## config.mk

```make
export PLATFORM = sky130hd
export DESIGN_NAME = mem_stage
export DESIGN_NICKNAME = d
export VERILOG_FILES = /design/src/rtl/mem_stage_pkg.sv /design/src/rtl/mem_stage_load_align.sv /design/src/rtl/mem_stage.sv
export SDC_FILE = /design/constraint.sdc
export NUM_CORES = 1
export LEC_CHECK = 0
export BUFFER_PORTS_ARGS = -buffer_cell sky130_fd_sc_hd__clkbuf_2
export CORE_MARGIN = 2
export CORE_UTILIZATION = 54
export CTS_BUF_LIST = sky130_fd_sc_hd__clkbuf_2 sky130_fd_sc_hd__clkbuf_4 sky130_fd_sc_hd__clkbuf_8
export DETAILED_ROUTE_END_ITERATION = 10
export PLACE_DENSITY = 0.83
export SLEW_MARGIN = 20
export SYNTH_ARGS = -nofsm -noshare
export SYNTH_HDL_FRONTEND = slang
export SYNTH_SLANG_ARGS = --single-unit
```

## constraint.sdc

```tcl
create_clock -name clk -period 5 [get_ports clk]
set_input_delay 0.25 -clock clk [delete_from_list [all_inputs] [get_ports clk]]
set_output_delay 0.25 -clock clk [all_outputs]
set_load 0.02 [all_outputs]
```

## src/rtl/mem_stage_pkg.sv

```systemverilog
// Memory stage shared types: execute->memory bus layout,
// load opcode bit positions and outbound bus widths.
package mem_stage_pkg;

  localparam int ES_TO_MS_BUS_WD = 114;
  localparam int MS_TO_WS_BUS_WD = 73;
  localparam int MS_EX_BUS_WD    = 10;

  localparam int LD_LB  = 6;
  localparam int LD_LBU = 5;
  localparam int LD_LH  = 4;
  localparam int LD_LHU = 3;
  localparam int LD_LW  = 2;
  localparam int LD_LWL = 1;
  localparam int LD_LWR = 0;

  typedef struct packed {
    logic [6:0]  ld_op;
    logic [31:0] rt_value;
    logic        res_from_mem;
    logic        req_sent;
    logic [3:0]  gr_we;
    logic [4:0]  dest;
    logic [31:0] alu_result;
    logic [31:0] pc;
  } es_to_ms_t;

  typedef struct packed {
    logic [3:0]  gr_we;
    logic [4:0]  dest;
    logic [31:0] final_result;
    logic [31:0] pc;
  } ms_to_ws_t;

  typedef struct packed {
    logic       bd;
    logic       sys;
    logic       mfc0;
    logic       mtc0;
    logic       eret;
    logic [4:0] c0_addr;
  } ex_t;

endpackage

```

## src/rtl/mem_stage_load_align.sv

```systemverilog
// Load data aligner: picks/extends the addressed bytes and
// merges unaligned lwl/lwr words with the old rt value.
module mem_stage_load_align
  import mem_stage_pkg::*;
(
  input  logic [6:0]  ld_op,
  input  logic [1:0]  k,
  input  logic [31:0] d,
  input  logic [31:0] rt_value,
  output logic [31:0] result,
  output logic [3:0]  strb
);

  logic [7:0]  byte_k;
  logic [15:0] half_k;
  logic [4:0]  sh_l;
  logic [4:0]  sh_r;
  logic [31:0] mask_l;
  logic [31:0] mask_r;

  assign byte_k = d[{k, 3'b000} +: 8];
  assign half_k = d[{k[1], 4'b0000} +: 16];
  assign sh_l   = {~k, 3'b000};
  assign sh_r   = {k, 3'b000};
  assign mask_l = 32'hffff_ffff << sh_l;
  assign mask_r = 32'hffff_ffff >> sh_r;

  always_comb begin
    result = d;
    strb   = 4'hf;
    unique case (1'b1)
      ld_op[LD_LB]:  result = {{24{byte_k[7]}}, byte_k};
      ld_op[LD_LBU]: result = {24'h0, byte_k};
      ld_op[LD_LH]:  result = {{16{half_k[15]}}, half_k};
      ld_op[LD_LHU]: result = {16'h0, half_k};
      ld_op[LD_LW]:  result = d;
      ld_op[LD_LWL]: begin
        result = (d << sh_l) | (rt_value & ~mask_l);
        strb   = 4'hf << ~k;
      end
      ld_op[LD_LWR]: begin
        result = (d >> sh_r) | (rt_value & ~mask_r);
        strb   = 4'hf >> k;
      end
      default: ;
    endcase
  end

endmodule

```

## src/rtl/mem_stage.sv

```systemverilog
// Memory stage: waits for data responses, aligns load data
// and drops responses owed to flushed requests.
module mem_stage
  import mem_stage_pkg::*;
#(
  parameter int CNT_W = 2
) (
  input  logic                       clk,
  input  logic                       reset,
  input  logic                       ws_allowin,
  output logic                       ms_allowin,
  input  logic                       es_to_ms_valid,
  input  logic [ES_TO_MS_BUS_WD-1:0] es_to_ms_bus,
  input  logic [MS_EX_BUS_WD-1:0]    es_ex_bus,
  input  logic                       es_req_cancel,
  input  logic                       data_sram_data_ok,
  input  logic [31:0]                data_sram_rdata,
  input  logic                       flush,
  output logic                       ms_to_ws_valid,
  output logic [MS_TO_WS_BUS_WD-1:0] ms_to_ws_bus,
  output logic [MS_EX_BUS_WD-1:0]    ms_ex_bus,
  output logic                       ms_write_reg,
  output logic [4:0]                 ms_reg_dest,
  output logic                       ms_load_pending,
  output logic                       ms_ex
);

  localparam int SUM_W = CNT_W + 2;
  localparam logic [SUM_W-1:0] CNT_MAX =
    SUM_W'((1 << CNT_W) - 1);

  es_to_ms_t es_in;
  ex_t       ex_r;
  ms_to_ws_t ws_out;

  logic [6:0]  ld_op_r;
  logic [31:0] rt_r;
  logic        mem_r;
  logic [3:0]  we_r;
  logic [4:0]  dest_r;
  logic [31:0] alu_r;
  logic [31:0] pc_r;

  logic             ms_valid;
  logic             waiting;
  logic             buf_valid;
  logic [31:0]      buf_data;
  logic [CNT_W-1:0] discard_cnt;
  logic [CNT_W-1:0] cnt_next;
  logic [SUM_W-1:0] cnt_sum;

  logic        discard;
  logic        take;
  logic        lost;
  logic        ms_ready_go;
  logic [31:0] ld_data;
  logic [31:0] align_result;
  logic [3:0]  align_strb;

  assign es_in = es_to_ms_bus;

  assign discard = data_sram_data_ok & (discard_cnt != '0);
  assign take    = data_sram_data_ok & ~discard
                 & ms_valid & waiting;
  assign lost    = ms_valid & waiting & ~take;

  assign ms_ready_go    = ~waiting | take;
  assign ms_allowin     = ~ms_valid
                        | (ms_ready_go & ws_allowin);
  assign ms_to_ws_valid = ms_valid & ms_ready_go & ~flush;

  // a flushed waiter and a killed execute request each owe one response
  assign cnt_sum = SUM_W'(discard_cnt)
                 + SUM_W'(flush & lost)
                 + SUM_W'(flush & es_req_cancel)
                 - SUM_W'(discard);
  assign cnt_next = (cnt_sum > CNT_MAX)
                  ? CNT_MAX[CNT_W-1:0]
                  : cnt_sum[CNT_W-1:0];

  always_ff @(posedge clk) begin
    if (reset) begin
      ms_valid    <= 1'b0;
      waiting     <= 1'b0;
      buf_valid   <= 1'b0;
      discard_cnt <= '0;
    end else begin
      assert (cnt_sum < CNT_MAX);
      discard_cnt <= cnt_next;
      if (flush) begin
        ms_valid  <= 1'b0;
        waiting   <= 1'b0;
        buf_valid <= 1'b0;
      end else if (ms_allowin) begin
        ms_valid  <= es_to_ms_valid;
        waiting   <= es_to_ms_valid & es_in.req_sent;
        buf_valid <= 1'b0;
      end else if (take) begin
        waiting   <= 1'b0;
        buf_valid <= 1'b1;
      end
    end
  end

  always_ff @(posedge clk) begin
    if (es_to_ms_valid && ms_allowin) begin
      ld_op_r <= es_in.ld_op;
      rt_r    <= es_in.rt_value;
      mem_r   <= es_in.res_from_mem;
      we_r    <= es_in.gr_we;
      dest_r  <= es_in.dest;
      alu_r   <= es_in.alu_result;
      pc_r    <= es_in.pc;
      ex_r    <= es_ex_bus;
    end
    if (take) begin
      buf_data <= data_sram_rdata;
    end
  end

  assign ld_data = buf_valid ? buf_data : data_sram_rdata;

  mem_stage_load_align u_load_align (
    .ld_op    (ld_op_r),
    .k        (alu_r[1:0]),
    .d        (ld_data),
    .rt_value (rt_r),
    .result   (align_result),
    .strb     (align_strb)
  );

  always_comb begin
    ws_out.gr_we        = 4'h0;
    ws_out.dest         = dest_r;
    ws_out.final_result = mem_r ? align_result : alu_r;
    ws_out.pc           = pc_r;
    if (ms_valid) begin
      ws_out.gr_we = mem_r ? align_strb : we_r;
    end
  end

  assign ms_to_ws_bus    = ws_out;
  assign ms_ex_bus       = ex_r;
  assign ms_write_reg    = ms_valid & (|we_r);
  assign ms_reg_dest     = dest_r;
  assign ms_load_pending = ms_valid & mem_r & ~ms_ready_go;
  assign ms_ex           = ms_valid & (ex_r.sys | ex_r.eret);

endmodule

```

After elaboration in Yosys (flattened, before gate mapping):

Index checks and enable logic that the tools add are counted.

* bits in registers: 160
* logic and storage cells: 77
* output and inout port bits: 93
* input bits: 163

* reductions and logical operators: 6
* multiplexer cells: 9
* shifts and indexed selects: 8
* bitwise gates (word level): 32
* order comparisons: 1
* $add $sub $neg: 3

Operators with widths (count)
* $pmux W32 S6: 1
* $and A32 B32 Y32: 2
* $mux W32: 2
* $not A32 Y32: 2
* $or A32 B32 Y32: 2
* $shiftx A32 B6 Y16: 1
* $shiftx A32 B6 Y8: 1
* $shl A32 B5 Y32: 1
* $shl A32 B5 Y32 const A: 1
* $shr A32 B5 Y32: 1
* $shr A32 B5 Y32 const A: 1
* $and A1 B1 Y1: 16
* $mux W4: 2
* $pmux W4 S2: 1
* $not A1 Y1: 6
* $add A3 B1 Y4: 1
* $gt A4 B2 Y1 const B: 1
* $reduce_bool A2 Y1: 2
* $reduce_or A4 Y1: 1
* $shl A4 B2 Y4 const A: 1
* $shr A4 B2 Y4 const A: 1
* $sub A4 B1 Y4: 1
* $add A2 B1 Y3: 1
* $or A1 B1 Y1: 3
* 6 further kinds: 7

Depth between registers and ports, before layout:

Gate-level depths: netlist (run 1).

* depth after elaboration: 14
* depth in mapped cells: 11
* mapped depth without buffers: 10

By module:

From an unflattened synthesis (run 1), not the netlist that was laid out.

* cells, all modules: 547
* area total of the unflattened synthesis: 7780.0 um^2

Modules (own cells, without submodules)
* mem_stage: seq. area each 4754.6 um^2, cells an instance 284, times used 1, area each 5873.1 um^2
* mem_stage_load_align: seq. area each 0.0 um^2, cells an instance 263, times used 1, area each 1906.8 um^2

Least setup slack after synthesis (run 1):

OpenSTA, ideal clock, no wires.

* path kind: register to register
* start point: reg discard_cnt[1]
* end point: reg alu_r[0], enable pin
* buffers on the path: 0
* data arrival time: 4216 ps
* clock period less this slack: 4711 ps
* cell stages (with the launch flop): 4
* library setup time: 495 ps
* required time: 4505 ps
* setup slack: 289 ps
* cells stage by stage: dfxtp_1 > or3b_2 > a31oi_1 > and2_1

* word-level cells in the longest chain between the ends: 10

RTL lines
* start, declared: line mem_stage.sv:48 `logic [CNT_W-1:0] discard_cnt;`
* start signal, assigned: line mem_stage.sv:89 `discard_cnt <= cnt_next;`
* $reduce_bool A2 Y1: line mem_stage.sv:62 `assign discard = data_sram_data_ok & (discard_cnt != '0);`
* $and A1 B1 Y1: line mem_stage.sv:62
* $not A1 Y1: line mem_stage.sv:63 `assign take = data_sram_data_ok & ~discard`
* $and A1 B1 Y1: line mem_stage.sv:63
* $and A1 B1 Y1 (2 in a row): line mem_stage.sv:64 `& ms_valid & waiting;`
* $or A1 B1 Y1: line mem_stage.sv:67 `assign ms_ready_go = ~waiting | take;`
* $and A1 B1 Y1: line mem_stage.sv:69 `| (ms_ready_go & ws_allowin);`
* $or A1 B1 Y1: line mem_stage.sv:69
* named net ms_allowin: line mem_stage.sv:11 `output logic ms_allowin,`
* $logic_and A1 B1 Y1: line mem_stage.sv:106 `if (es_to_ms_valid && ms_allowin) begin`
* end signal, assigned: line mem_stage.sv:112 `alu_r <= es_in.alu_result;`
* end, declared: line mem_stage.sv:41 `logic [31:0] alu_r;`

The timed path passes the listed nets, and every way through them passes these cells.
A chain may end at the register's enable or synchronous reset.

Worst setup path after layout (run 1):

* start point: reg ld_op_r[0]
* end point: out ms_to_ws_bus[35]

* word-level cells in the longest chain between the ends: 2

RTL lines
* start, declared: line mem_stage.sv:36 `logic [6:0] ld_op_r;`
* start signal, assigned: line mem_stage.sv:107 `ld_op_r <= es_in.ld_op;`
* $pmux W32 S6: line mem_stage_load_align.sv:31 `unique case (1'b1)`
* $mux W32: line mem_stage.sv:135 `ws_out.final_result = mem_r ? align_result : alu_r;`
* end, declared: line mem_stage.sv:20 `output logic [MS_TO_WS_BUS_WD-1:0] ms_to_ws_bus,`

Every way passes these cells.

==> results.cfg, run 1 <==
[logic_synthesis]
synth-main-ff-cell = edfxtp_1
ys_types = 70
synth-xor-area-share_pct = 0
synth_edf_count = 154
synth_top_area_share_pct = 52.6
synth_top_family_by_area = multiplexers
yosys.area.top_type = edfxtp_1
syn_area_um2 = 8780
synth_adder_area_share_pct = 0.741
ys_ff_latch = 159
seq_area_frac_synth_pct = 53.8
synth-compound-area-share_pct = 14.1
yosys.area_share.simple_pct = 7.29
yosys.cell_count.top_type = edfxtp_1
ys_warn_count = 0
synth_nets = 803
synth_area_leaders = edfxtp_1 53%, mux2i_1 8.4%, mux4_2 6.4%, a31oi_1 2.2%, o22ai_1 2.2%
avgSynthCellArea_um2 = 13.8
async_reset_ff_share_pct = 0
synth_common_cells = 154 x edfxtp_1, 74 x mux2i_1, 40 x nor2_1
synth_cells = 636
synth.area.mux_share_pct = 19.5

[pwr]
switching_share_pct = 31.5
p_switching_mw = 1.05
p_int_mw = 2.28
power.leakage_nw = 4.67
p_per_area_nw_per_um2 = 282
seqPwrFrac_pct = 47.5
vdd_drop_max_mv = 0.260
p_clk_share_pct = 31.1
pwr-share-comb_pct = 21.4

[route]
drc = 0
drtPass1Iterations = 6
vias = 7889
routed_via_density = 6.40
drtAntennaViolNets = 0
wl_per_cell_um = 24.4
drt-initial-drc-count = 993
drt-total-wl_mm = 30.1

[setup_path]
r2r_setup_slack_ns = 2.06
required_ns = 4.75
crit_fanout = 17
critPathLaunchType = flip-flop
arrival_ns = 3.53
crit_path_end_kind = output pin
worstSetupPathType = flip-flop to output pin

[sta]
max_freq_mhz = 265
tightest_slew_ns = 1.18
setup_viol = 0
setup_tns_ns = 0
fin_ws_ns = 1.22
hold_viol = 0
relSlewSlack_pct = 21.1
rsz0062_at_grt = no
fin_crit_ns = 3.78
period_share_pct = 75.5
timing.hold.ws_ns = 0.0248
slew_violations = 0
finalClockSkew_ns = 0.0260

[global_route]
antenna_found_initial = 1
grt_start_max_net_pins = 66
grtUsageMet3_pct = 9.34
grt_pass1_wl_mm = 45.6
top_usage_layer = met2
use_met2_pct = 56.4
grtUsageTotal_pct = 34.6
use_met1_pct = 41.5
grt-ovfl-total = 0
grt_pass1_vias = 8109

[die]
die-area_um2 = 17300
die_x_um = 132
ioPinCount = 256
start_util_pct = 55.3
core_area_um2 = 15900
die_y_um = 132
std_cell_rows = 46

[finish]
num-nets-final = 1169
drive_above_1_share_pct = 35.6
syn2layout_area_growth_pct = 34.3
n_fill_cell = 1018

[hold_path]
min_path_type = input pin to flip-flop

[job]
maxCapViolCount = 0

[cts]
path_clk_slew_ns = 0.11
cts_resized = 0
numClockSinks = 159
clock-root-buffer = clkbuf_8
cts_inserted_buffers = 17
cts_buffer_depth = 2
htree_num_levels = 4
tritoncts = done
clk-insertion-delay-late_ns = 0.49

[placement]
dp_slack_ns = 1.81
hpwlAfterDp_mm = 17.6
place.gp.congestion = 0.916
numPortBuffers = 254

[run_status]
status = finished clean
[flip-flops by register name, indices dropped and copies added (netlist names), 2 cells and up]
register / count
alu_r: 32
ms_ex_bus: 10
buf_data: 32
ms_reg_dest: 5
discard_cnt: 2
rt_r: 32
we_r: 4
ld_op_r: 6
pc_r: 32
[worst paths after layout]
path                                          start          endpoint  depth (start not counted)
worst max-delay path                     ld_op_r[0]  ms_to_ws_bus[35]                          5
worst min-delay path            data_sram_rdata[12]      buf_data[12]                          1
worst max register to register       discard_cnt[1]      ms_ex_bus[6]                          4
worst min register to register             ms_valid         buf_valid                          1
[per-stage QoR]
stage	total power [mW]	cells	utilization, %	area [um2]
after floorplan	1.98	636	-	8780
after global placement	2.18	1066	63.3	10100
after detailed placement	2.19	1066	63.3	10100
after CTS	3.26	1231	74.2	11800
after global routing	3.41	1232	74.3	11800
final	3.33	1232	74.3	11800
[cell families (layout without fill, tap and decap cells)]
kind of cell | Yosys count | count (layout)
compound gates | 162 | 162
fa+ha+maj | 4 | 4
buf+inv | 61 | 440
flops | 159 | 159
mux | 123 | 123
other cells | 0 | 1
simple gates | 127 | 127
[power groups by stage]
stage | Sequential (mW) | Clock (mW) | Combinational [mW]
6_report | 1.58 | 1.04 | 0.714
5_1_grt | 1.59 | 1.07 | 0.754
4_1_cts | 1.57 | 1.01 | 0.672
3_5_place_dp | 1.60 | 0 | 0.586
3_3_place_gp | 1.60 | 0 | 0.573
2_1_floorplan | 1.63 | 0 | 0.352
[per-layer routing]
metal / wire, um / up-vias
li1: - / 3313
met1: 10700 / 3752
met2: 14500 / 688
met3: 3140 / 136
met4: 1730 / 0
met5: 0 / -
[final cells by class]
| type | instances | area, um2 | share of cell area, % |
|---|---|---|---|
| diodes | 1 | 2.50 | 0.0212 |
| clock inverters | 14 | 168 | 1.42 |
| clock buffers | 18 | 241 | 2.05 |
| flip-flops and latches | 159 | 4730 | 40.1 |
| multi-input cells | 416 | 3660 | 31.1 |
| inverters | 10 | 37.5 | 0.318 |
| repair buffers | 398 | 2690 | 22.8 |
| well taps | 216 | 270 | 2.29 |
[critical path: stages, from the launching register on]
cell      delay [ns]
edfxtp_1        0.66
nor3_2          0.82
and3_1          0.90
o21ai_0         0.21
a41oi_1         0.24
clkbuf_2        0.22
[cells in the final DEF, fill, tap and decap left out, types with 4 or more instances in the layout]
cell,netlist,layout
mux2i_1,74,74
inv_1,10,10
dlygate4sd3_1,0,133
edfxtp_1,154,154
buf_4,11,11
and2_1,16,15
or2_2,4,4
o31a_1,16,16
o21ai_0,12,12
clkbuf_8,0,17
mux2_2,13,13
inv_8,0,7
a31oi_1,31,31
nor2b_1,6,6
a22oi_1,12,12
mux4_1,5,5
nand2_1,30,30
mux4_2,25,25
a2111o_1,7,7
mux2i_4,6,6
o211ai_1,4,4
nand3_1,6,6
a21oi_1,6,6
nor2_1,40,39
nand2b_1,5,5
a221oi_1,4,4
o22ai_1,31,31
clkbuf_2,0,254
a211oi_1,4,4
dfxtp_1,5,4
[what timing repair did]
item,4_1_cts,5_1_grt
endpoints found under the hold margin,134,0
hold buffers,133,0
setup buffers,0,0
No activity file was read; power rests on OpenSTA's default activity.
==> run 2, diff against run 1 <==
- clock period: 5 -> 3.51 ns (I/O delays scaled with it)
==> run 2 against run 1 <==
Flip-flop and latch count unchanged. Largest power group unchanged. Utilization is 2.3 points higher. Worst setup slack worse by 1.0 ns. Clock-buffer cell count shrank 1. Hold slack better by 0.086 ns. Largest cell class unchanged. Final area up 3.0%.
==> results.cfg, run 2 (synthesis results as in run 1) <==
[setup_path]
arrival_ns = 3.11
worstSetupPathType = flip-flop to output pin
r2r_start = discard_cnt[1]
crit_start = alu_r[1]
critPathLaunchType = flip-flop
r2r_setup_slack_ns = 0.72
crit_path_end_kind = output pin
crit_fanout = 24
required_ns = 3.33
ff2ff_path_depth = 10
r2r_end = discard_cnt[0]

[finish]
n_fill_cell = 944
multi_input_area_um2 = 3660
mostFrequentLayoutCell = clkbuf_2
diodes = 0
drive_above_1_share_pct = 35.4
num-nets-final = 1205
final_cell_mix = 254 x clkbuf_2, 157 x dlygate4sd3_1, 154 x edfxtp_1
syn2layout_area_growth_pct = 38.4
seq_area_um2 = 4730

[sta]
finalClockSkew_ns = 0.0161
fin_ws_ns = 0.220
setup_tns_ns = 0
fin_crit_ns = 3.29
rsz0062_at_grt = no
tightest_slew_ns = 0.985
slew_violations = 0
max_freq_mhz = 304
timing.hold.ws_ns = 0.111
period_share_pct = 93.7
hold_viol = 0
relSlewSlack_pct = 33.9
setup_viol = 0

[route]
drtAntennaViolNets = 0
drtPass1Iterations = 8
drt-total-wl_mm = 30.8
routed_via_density = 6.24
drc = 0
vias = 7906
drt-initial-drc-count = 1072
wl_per_cell_um = 24.3

[hold_path]
worstHoldStart = es_to_ms_bus[73]
whs_path_depth = 3
min_path_type = input pin to flip-flop
min_to = waiting

[cts]
cts_resized = 0
cts_buffer_depth = 2
clock-root-buffer = clkbuf_8
htree_num_levels = 4
path_clk_slew_ns = 0.10
numClockSinks = 159
cts_setup_buffers = 0
tritoncts = done
cts_inserted_buffers = 17
clk-insertion-delay-late_ns = 0.47

[die]
die_y_um = 132
ioPinCount = 256
start_util_pct = 55.3
die-area_um2 = 17300
std_cell_rows = 46
core_area_um2 = 15900
die_x_um = 132

[job]
maxCapViolCount = 0

[global_route]
grt_pass1_vias = 8181
antenna_found_initial = 0
grt-ovfl-total = 0
grt_pass1_wl_mm = 46.5
grt_start_max_net_pins = 64
grtUsageTotal_pct = 35.5

[pwr]
vdd_drop_max_mv = 0.438
fin_total_pwr_mw = 4.73
power.leakage_nw = 4.84
p_per_area_nw_per_um2 = 389

[placement]
place.gp.congestion = 0.933
numPortBuffers = 254
dp_slack_ns = 0.817
hpwlAfterDp_mm = 18.0

[run_status]
status = finished clean
==> run 2: area by class of cell <==
class                           instances  share of cell area [%]
Multi-Input combinational cell        416                    30.1
Inverter                               10                   0.309
Sequential cell                       159                    38.9
Tap cell                              216                    2.22
Timing Repair Buffer                  434                    25.1
Clock inverter                         15                    1.39
Clock buffer                           17                    1.92
==> run 2: critical path, stage by stage (launching register included) <==
cell,delay [ns]
edfxtp_1,0.95
buf_4,0.38
mux4_2,0.33
mux2i_1,0.40
nor2_1,0.08
o31a_1,0.31
clkbuf_2,0.18
==> run 2: timing repair <==
action	CTS	global route
hold endpoints to repair	158	0
hold buffers	157	0
setup endpoints to repair	0	0
==> run 2: how the worst max path moves through the flow <==
stage / endpoint / cells after the start
4_1_cts: ms_to_ws_bus[44] / 5
3_3_place_gp: ms_to_ws_bus[57] / 6
6_report: ms_to_ws_bus[57] / 6
2_1_floorplan: alu_r[0] / 3
3_5_place_dp: ms_to_ws_bus[44] / 5
5_1_grt: ms_to_ws_bus[44] / 5
==> run 2: layer usage <==
layer,global-route usage [%],share of wire (%),up-vias
met5,0,0,-
met4,18.4,5.1,0
met3,9.80,11,125
met2,59.0,49,658
met1,42.2,35,3751
li1,-,-,3372
==> run 2: power breakdown <==
part / total [mW] / internal, mW / switching, mW
combinational: 1.03 / 0.462 / 0.572
clock: 1.42 / 0.601 / 0.824
sequential: 2.27 / 2.20 / 0.0714
total: 4.73 / 3.26 / 1.47
==> run 2: per-stage QoR <==
step	cells	instance area, um2	util, %
6_report	1267	12200	76.5
5_1_grt	1267	12200	76.5
2_1_floorplan	636	8790	-
4_1_cts	1267	12200	76.5
3_3_place_gp	1078	10200	64.1
3_5_place_dp	1078	10200	64.1
